`src/rtl/sram_arbiter.sv`:
```
// Two-requester arbiter (CPU / video) in front of the single SRAM controller port.
// Define SRAM_ARB_RR_EN for round-robin contested arbitration instead of fixed CPU priority.
module sram_arbiter #(
    parameter int ADDR_W     = 20,
    parameter int DATA_W     = 48,
    parameter int STARVE_MAX = 8,
    parameter int TIMEOUT    = 1023
) (
    input  logic              clk_50mhz,
    input  logic              rstn,
    input  logic              r_stb,
    input  logic              r_we,
    input  logic [ADDR_W-1:0] r_addra,
    input  logic [DATA_W-1:0] r_dina,
    output logic [DATA_W-1:0] r_douta,
    output logic              r_ACK,
    input  logic              v_stb,
    input  logic              v_we,
    input  logic [ADDR_W-1:0] v_addra,
    input  logic [DATA_W-1:0] v_dina,
    output logic [DATA_W-1:0] v_douta,
    output logic              v_ACK,
    output logic              m_stb,
    output logic              m_we,
    output logic [ADDR_W-1:0] m_addra,
    output logic [DATA_W-1:0] m_dina,
    input  logic [DATA_W-1:0] m_douta,
    input  logic              m_ack,
    output logic              err,
    output logic              owner
);

    typedef enum logic [1:0] {
        ST_IDLE = 2'd0,
        ST_BUSY = 2'd1,
        ST_DONE = 2'd2
    } state_e;

    localparam logic [7:0] STARVE_LIM = 8'(STARVE_MAX);
    localparam logic [9:0] TMO_LIM    = 10'(TIMEOUT - 1);

    state_e              state_q, state_d;
    logic                m_stb_q, m_stb_d;
    logic                m_we_q, m_we_d;
    logic [ADDR_W-1:0]   m_addra_q, m_addra_d;
    logic [DATA_W-1:0]   m_dina_q, m_dina_d;
    logic [DATA_W-1:0]   r_douta_q, r_douta_d;
    logic [DATA_W-1:0]   v_douta_q, v_douta_d;
    logic                r_ack_q, r_ack_d;
    logic                v_ack_q, v_ack_d;
    logic                err_q, err_d;
    logic                owner_q, owner_d;
    logic [7:0]          r_starve_q, r_starve_d;
    logic [7:0]          v_starve_q, v_starve_d;
    logic [9:0]          tmo_q, tmo_d;
    logic                win_v_s;
`ifdef SRAM_ARB_RR_EN
    logic                granted_q, granted_d;
`endif

    function automatic logic [7:0] sat_inc(input logic [7:0] cnt);
        if (cnt >= STARVE_LIM) begin
            return STARVE_LIM;
        end else begin
            return cnt + 8'd1;
        end
    endfunction

    // Next-state, arbitration and output register updates
    always_comb begin
        state_d    = state_q;
        m_stb_d    = m_stb_q;
        m_we_d     = m_we_q;
        m_addra_d  = m_addra_q;
        m_dina_d   = m_dina_q;
        r_douta_d  = r_douta_q;
        v_douta_d  = v_douta_q;
        r_ack_d    = 1'b0;
        v_ack_d    = 1'b0;
        err_d      = 1'b0;
        owner_d    = owner_q;
        r_starve_d = r_starve_q;
        v_starve_d = v_starve_q;
        tmo_d      = tmo_q;
        win_v_s    = 1'b0;
`ifdef SRAM_ARB_RR_EN
        granted_d  = granted_q;
`endif
        case (state_q)
            ST_IDLE: begin
                if (r_stb || v_stb) begin
                    if (r_stb && v_stb) begin
`ifdef SRAM_ARB_RR_EN
                        // Starved side is forced first; otherwise alternate, CPU first after reset.
                        if (v_starve_q == STARVE_LIM) begin
                            win_v_s = 1'b1;
                        end else if (r_starve_q == STARVE_LIM) begin
                            win_v_s = 1'b0;
                        end else if (granted_q) begin
                            win_v_s = ~owner_q;
                        end else begin
                            win_v_s = 1'b0;
                        end
`else
                        win_v_s = (v_starve_q == STARVE_LIM);
`endif
                    end else begin
                        win_v_s = v_stb;
                    end
                    if (win_v_s) begin
                        v_starve_d = 8'd0;
                        r_starve_d = r_stb ? sat_inc(r_starve_q) : r_starve_q;
                        m_we_d     = v_we;
                        m_addra_d  = v_addra;
                        m_dina_d   = v_dina;
                    end else begin
                        r_starve_d = 8'd0;
                        v_starve_d = v_stb ? sat_inc(v_starve_q) : v_starve_q;
                        m_we_d     = r_we;
                        m_addra_d  = r_addra;
                        m_dina_d   = r_dina;
                    end
                    owner_d = win_v_s;
                    m_stb_d = 1'b1;
                    tmo_d   = 10'd0;
                    state_d = ST_BUSY;
`ifdef SRAM_ARB_RR_EN
                    granted_d = 1'b1;
`endif
                end else begin
                    state_d = ST_IDLE;
                end
            end
            ST_BUSY: begin
                if (m_ack) begin
                    if (owner_q) begin
                        v_douta_d = m_douta;
                        v_ack_d   = 1'b1;
                    end else begin
                        r_douta_d = m_douta;
                        r_ack_d   = 1'b1;
                    end
                    m_stb_d = 1'b0;
                    state_d = ST_DONE;
                end else if (tmo_q == TMO_LIM) begin
                    // Abort: acknowledge the owner so it can retry, data is left untouched.
                    v_ack_d = owner_q;
                    r_ack_d = ~owner_q;
                    err_d   = 1'b1;
                    m_stb_d = 1'b0;
                    state_d = ST_DONE;
                end else begin
                    tmo_d = tmo_q + 10'd1;
                end
            end
            ST_DONE: begin
                state_d = ST_IDLE;
            end
            default: begin
                m_stb_d = 1'b0;
                state_d = ST_IDLE;
            end
        endcase
    end

    // State and output registers
    always_ff @(posedge clk_50mhz or negedge rstn) begin
        if (!rstn) begin
            state_q    <= ST_IDLE;
            m_stb_q    <= 1'b0;
            m_we_q     <= 1'b0;
            m_addra_q  <= '0;
            m_dina_q   <= '0;
            r_douta_q  <= '0;
            v_douta_q  <= '0;
            r_ack_q    <= 1'b0;
            v_ack_q    <= 1'b0;
            err_q      <= 1'b0;
            owner_q    <= 1'b0;
            r_starve_q <= 8'd0;
            v_starve_q <= 8'd0;
            tmo_q      <= 10'd0;
`ifdef SRAM_ARB_RR_EN
            granted_q  <= 1'b0;
`endif
        end else begin
            state_q    <= state_d;
            m_stb_q    <= m_stb_d;
            m_we_q     <= m_we_d;
            m_addra_q  <= m_addra_d;
            m_dina_q   <= m_dina_d;
            r_douta_q  <= r_douta_d;
            v_douta_q  <= v_douta_d;
            r_ack_q    <= r_ack_d;
            v_ack_q    <= v_ack_d;
            err_q      <= err_d;
            owner_q    <= owner_d;
            r_starve_q <= r_starve_d;
            v_starve_q <= v_starve_d;
            tmo_q      <= tmo_d;
`ifdef SRAM_ARB_RR_EN
            granted_q  <= granted_d;
`endif
        end
    end

    assign m_stb   = m_stb_q;
    assign m_we    = m_we_q;
    assign m_addra = m_addra_q;
    assign m_dina  = m_dina_q;
    assign r_douta = r_douta_q;
    assign v_douta = v_douta_q;
    assign r_ACK   = r_ack_q;
    assign v_ACK   = v_ack_q;
    assign err     = err_q;
    assign owner   = owner_q;

endmodule

```
`config.mk`:
```
export PLATFORM = sky130hd
export DESIGN_NAME = sram_arbiter
export DESIGN_NICKNAME = d
export VERILOG_FILES = /design/src/rtl/sram_arbiter.sv
export SDC_FILE = /design/constraint.sdc
export NUM_CORES = 1
export LEC_CHECK = 0
export CAP_MARGIN = 20
export CORE_MARGIN = 5
export CORE_UTILIZATION = 41
export DETAILED_ROUTE_END_ITERATION = 10
export DONT_BUFFER_PORTS = 1
export MAX_ROUTING_LAYER = met4
export PLACE_DENSITY_LB_ADDON = 0.1
export SETUP_SLACK_MARGIN = 0.2
export SYNTH_ARGS = -nofsm -noshare
export SYNTH_HDL_FRONTEND = slang
export SYNTH_SLANG_ARGS = --single-unit
```
`constraint.sdc`:
```
create_clock -name clk_50mhz -period 1.91 [get_ports clk_50mhz]
set_clock_uncertainty 0.15 [all_clocks]
set_input_delay 0.4775 -clock clk_50mhz [delete_from_list [all_inputs] [get_ports clk_50mhz]]
set_output_delay 0.4775 -clock clk_50mhz [all_outputs]
set_load 0.005 [all_outputs]
```
# Yosys cells after proc, flatten, opt, wreduce, memory -nomap -nowiden
# Index checks and enable logic that the tools add are counted.
dict set report totals {
  register_bits 190
  in_bits 191
  wordCells 69
}
dict set report classes {
  addsub 2
  order_cmp 1
  n_eq_ne 8
  mux 32
  bitwise 2
  n_reduce_logical 11
}
# op count
set op_table {}
lappend op_table {{2-to-1 mux 48 bit} 1}
lappend op_table {{2-to-1 mux 10 bit} 3}
lappend op_table {{2-to-1 mux 8 bit} 3}
lappend op_table {{2-to-1 mux 20 bit} 1}
lappend op_table {{one-hot mux 10 bit (2 select lines)} 1}
lappend op_table {{2-to-1 mux 1 bit} 19}
lappend op_table {{AND reduction 3 bit} 4}
lappend op_table {{adder 10 x 1 -> 10 bit, second input constant} 1}
lappend op_table {{equality test 10 bit, second input constant} 1}
lappend op_table {{adder 8 x 1 -> 8 bit, second input constant} 1}
lappend op_table {{equality test 8 x 4 -> 1 bit, second input constant} 1}
lappend op_table {{greater-or-equal comparator 8 x 4 -> 1 bit, second input constant} 1}
lappend op_table {{!= test 2 bit, second input constant} 3}
lappend op_table {{2-to-1 mux 2 bit} 2}
lappend op_table {{one-hot mux 2 bit (2 select lines)} 1}
lappend op_table {{AND reduction 4 bit} 1}
lappend op_table {{nonzero test 2 bit} 2}
lappend op_table {{!= test 3 bit, second input constant} 1}
lappend op_table {{one-hot mux 1 bit (3 select lines)} 1}
lappend op_table {{equality test 2 x 1 -> 1 bit, second input constant} 1}
lappend op_table {{equality test 2 bit, second input constant} 1}
lappend op_table {{zero test 2 bit} 1}
lappend op_table {{inverter 1 bit} 2}
lappend op_table {{AND reduction 2 bit} 1}
lappend op_table {{2 further kinds} 2}

# Longest topological paths before layout
dict set report logic_depth {
  depth_word 6
  mapped_depth 9
}

# Worst setup path before layout
# Ideal clock, no wire load.
dict set report synth_timing {
  path_kind {reg2reg}
  startpoint {reg v_starve_q[0]}
  endpoint {reg m_addra_q[10], in the netlist m_addra[10]}
  t_arrival_ps 1574
  setup_slack_ps 66
  path_stages_with_launch 10
  path_buffers 3
  cell_sequence {dfrtp_1 > inv_1 > ha_1 > and4b_1 > a21o_1 > buf_6 > buf_8 > buf_12 > a21oi_2 > a21oi_2}
}
dict set report synth_via {
  elab_chain_cells 5
}
# element line
set synth_lines {}
lappend synth_lines {{from (decl)} 54} ;# logic [7:0] v_starve_q, v_starve_d;
lappend synth_lines {{from (signal assigned)} 199} ;# v_starve_q <= v_starve_d;
lappend synth_lines {{equality test 8 x 4 -> 1 bit} 105} ;# win_v_s = (v_starve_q == STARVE_LIM);
lappend synth_lines {{2-to-1 mux 1 bit} 92} ;# if (r_stb && v_stb) begin
lappend synth_lines {{2-to-1 mux 1 bit} 91} ;# if (r_stb || v_stb) begin
lappend synth_lines {{2-to-1 mux 1 bit} 89} ;# case (state_q)
lappend synth_lines {{2-to-1 mux 20 bit} 110} ;# if (win_v_s) begin
lappend synth_lines {{to (signal assigned)} 190} ;# m_addra_q <= m_addra_d;
lappend synth_lines {{to (decl)} 45} ;# logic [ADDR_W-1:0] m_addra_q, m_addra_d;
# No other way between the ends. The select of a mux whose other input is x is not followed.
# A chain may end at the register's enable or synchronous reset.

# Final worst setup path
dict set report layout_timing {
  startpoint {reg v_starve_q[0]}
  endpoint {reg m_dina_q[13], in the netlist m_dina[13]}
}
dict set report layout_via {
  elab_chain_cells 5
}
# element line
set layout_lines {}
lappend layout_lines {{equality test 8 x 4 -> 1 bit} 105}
lappend layout_lines {{2-to-1 mux 1 bit} 92}
lappend layout_lines {{2-to-1 mux 1 bit} 91}
lappend layout_lines {{2-to-1 mux 1 bit} 89}
lappend layout_lines {{2-to-1 mux 48 bit} 110}
lappend layout_lines {{to (signal assigned)} 191} ;# m_dina_q <= m_dina_d;
lappend layout_lines {{to (decl)} 46} ;# logic [DATA_W-1:0] m_dina_q, m_dina_d;
# No other way between the ends. The select of a mux whose other input is x is not followed.

==> impl_metrics.csv <==
group,metric,value,unit
drt,avgViaCountPerCell,5.61,
global_route,grt-ovfl-total,0,
synthesis,synth_cells,706,
clocking,cts_htree_levels,4,
die,io_pins,361,
clocking,cts_buffers,17,
clocking,cts-root-buf,"clkbuf_16",
finish,stdcell_area,0.0103,mm²
finish,final_util,53.1,%
placed_design,io_buffers,0,
synthesis,ys_seq_area_share,58.8,%
die,die_w,150,µm
timing,min_period_over_period,96.5,%
timing,fin_setup_tns,0,ns
synthesis,ys_types,54,
finish,antennaDiodeCount,0,
clocking,clock_latency,0.42,ns
placed_design,dp_hpwl,15500,µm
power,ir_worst_vdd,0.000643,V
timing,final_hold_viol_count,190,
run_status,outcome,"finished, violations left",
die,core_area,0.0195,mm²
timing,setup_slack,0.0675,ns
drt,drtAntennaViolNets,0,
global_route,grt_pass1_wl,35100,µm
finish,nets,950,
clocking,clockBufferDepth,2,
die,rows,51,
synthesis,syn_nets,901,
synthesis,yosysWarnings,0,
worst_setup_path,cp-startpoint,"v_starve_q[0]",
clocking,clkTransAtPathRegs,0.07,ns
hold_path,holdCritPathClass,"in2async",
global_route,grt_pass1_vias,6078,
synthesis,syn_avg_cell_area,11.5,µm²
global_route,grt_start_max_net_pins,191,
worst_setup_path,critPathArrivalTime,2.03,ns
clocking,cts_sinks,190,
drt,first_pass_iters,4,
job,cap_viol_max_count,0,
timing,fin_crit,1.84,ns
die,die_h,150,µm
placed_design,gp_congestion,0.835,
placed_design,dpl_worst_slack,-0.00596,ns
drt,wirelength,26300,µm
timing,holdWs,-0.406,ns
worst_setup_path,required,2.10,ns
drt,routedWlPerCell,25.5,µm
finish,area_growth,27.8,%
synthesis,ys.flop_type,"dfrtp_1",
timing,tightestPinTransition,0.642,ns
worst_setup_path,crit_type,"reg2reg",
die,dieArea,0.0226,mm²
power,power_density,1680,mW/mm²
global_route,grt_util_met3,6.80,%
global_route,met1_usage,23.8,%
drt,drt_iter0_drc,258,
drt,vias,5800,
synthesis,netlist_area,0.00808,mm²
timing,rsz0062_at_grt,"yes",
timing,setup_violations,0,
die,floorplan.initialDensity,41.5,%
drt,post-route-drc-count,0,
worst_setup_path,startpoint_type,"register",
power,leakage,0.00455,µW
worst_setup_path,r2r_start,"v_starve_q[0]",
timing,drv_slew,0,
finish,drive_gt1_share,38.7,%
worst_setup_path,endpoint_kind,"register",
global_route,globalRouteMet2Util,34.8,%
synthesis,synth-edff-count,0,
placed_design,placed_area,0.00844,mm²
global_route,busiest_layer,"met2",
global_route,antenna_found_initial,0,
clocking,cts_tree,"done",
worst_setup_path,critPathMaxFanout,8,
synthesis,async_reset_ff_share,100,%
synthesis,ys_ff_latch,190,
finish,n_fill_cell,1640,
run_status,failed_checks,"negative hold slack",
timing,slew-limit-headroom,57.1,%
global_route,grt_use_total,20.7,%
timing,fmax,543,MHz
sequential cells by signal, indices dropped and copies added (netlist names), 2 cells and up:
signal,flops
m_dina,48
state_q,2
tmo_q,10
m_addra,20
v_douta,48
r_douta,48
v_starve_q,8
final cells by class:
| type | count | area [µm²] | area share, % |
|---|---|---|---|
| clock buffer | 20 | 467 | 4.52 |
| clock inverter | 12 | 113 | 1.09 |
| inverter | 4 | 15.0 | 0.145 |
| multi-input combinational | 472 | 3560 | 34.5 |
| sequential | 190 | 4760 | 46.1 |
| tap | 265 | 332 | 3.21 |
| timing repair buffer | 70 | 1080 | 10.4 |
worst max-delay path, cell delays in order, from the launching register on:
cell and delay (ns):
dfrtp_1 0.38, inv_2 0.06, ha_4 0.16, and4b_2 0.27, a21oi_4 0.18, buf_12 0.18
clkbuf_16 0.18, nand2_1 0.06, a21oi_1 0.13
layer usage:
layer,up-vias,part of all wire (%)
met2,309,53
met3,24,11
li1,2536,-
met4,0,1.2
met5,-,0
met1,2931,35
final timing paths:
| path | slack [ns] | to | depth (start not counted) |
|---|---|---|---|
| worst max-delay path | 0.07 | m_dina[13] | 8 |
| worst min-delay path | -0.41 | r_douta[28] | 0 |
| worst max register to register | 0.07 | m_dina[13] | 8 |
| worst min register to register | 0.39 | v_douta[14] | 1 |
| max in group asynchronous | 1.78 | m_dina[42] | 0 |
| min in group clk_50mhz | 0.02 | m_dina[26] | 2 |
cell usage after synthesis, types with 2 or more instances:
cell type	number	share of area, %
dfrtp_1	190	59
a21oi_1	122	7.6
mux2_2	93	13
nand2_1	82	3.8
nor2_1	79	3.7
a21oi_2	21	2.3
clkbuf_1	18	0.84
buf_2	13	0.80
nand3_1	7	0.43
buf_6	6	0.84
mux2_1	5	0.70
and3_1	4	0.31
ha_1	4	0.62
inv_1	4	0.19
nor4_1	4	0.31
and2_1	3	0.23
nor2b_1	3	0.23
o21a_1	3	0.28
xor2_1	3	0.33
a221o_2	2	0.28
a22o_2	2	0.25
buf_4	2	0.19
nor3_1	2	0.12
nor3_2	2	0.25
nor3b_1	2	0.19
o21ai_1	2	0.12
placed cells by master (no fill, tap or decap), drive strengths merged, types with 2 or more instances in the layout:
master       count
dfrtp          190
a21oi          143
mux2            98
nand2           82
nor2            81
buf             58
clkbuf          30
inv             13
nand3            8
nor4             5
and3             5
nor2b            4
nor3             4
ha               4
and2             3
xor2             3
o21a             3
a221o            3
a22o             3
o21ai            3
nor3b            2
dlygate4sd3      2
a21o             2
or4              2
clkinv           2
cells by family (layout without fill, tap and decap cells):
family / count (synthesis) / in the layout / share of synthesized area [%]
XOR/XNOR: 4 / 4 / 0.433
buffers and inverters: 45 / 106 / 3.28
AND/OR/NAND/NOR: 202 / 202 / 11.2
flip-flops: 190 / 190 / 58.8
multiplexers: 99 / 99 / 13.8
adder cells (fa/ha/maj): 4 / 4 / 0.619
AO/OA/AOI/OAI: 162 / 163 / 11.9
stage by stage:
| step | hold slack, ns | instances | total power (µW) |
|---|---|---|---|
| floorplan | 0.0319 | 706 | 10400 |
| global placement | 0.0365 | 951 | 11700 |
| detailed placement | 0.0365 | 951 | 11900 |
| CTS | -0.427 | 1001 | 16300 |
| global route | -0.434 | 1033 | 18300 |
| finish | -0.406 | 1033 | 17300 |
repair_timing:
action | CTS | global route
gates resized for setup | 54 | 97
hold endpoints to repair | 190 | 192
pin swaps | 14 | 26
endpoints found under the setup margin | 177 | 161
setup buffers | 11 | 13
cloned | 7 | 17
power by group:
part	internal, µW	total [µW]	switching, µW	leakage (µW)
Combinational	3360	6140	2790	0.00202
Clock	1840	3500	1660	0.000288
Sequential	5920	7700	1770	0.00224
Total	11100	17300	6220	0.00455
Power figures use the tool's default switching activity.
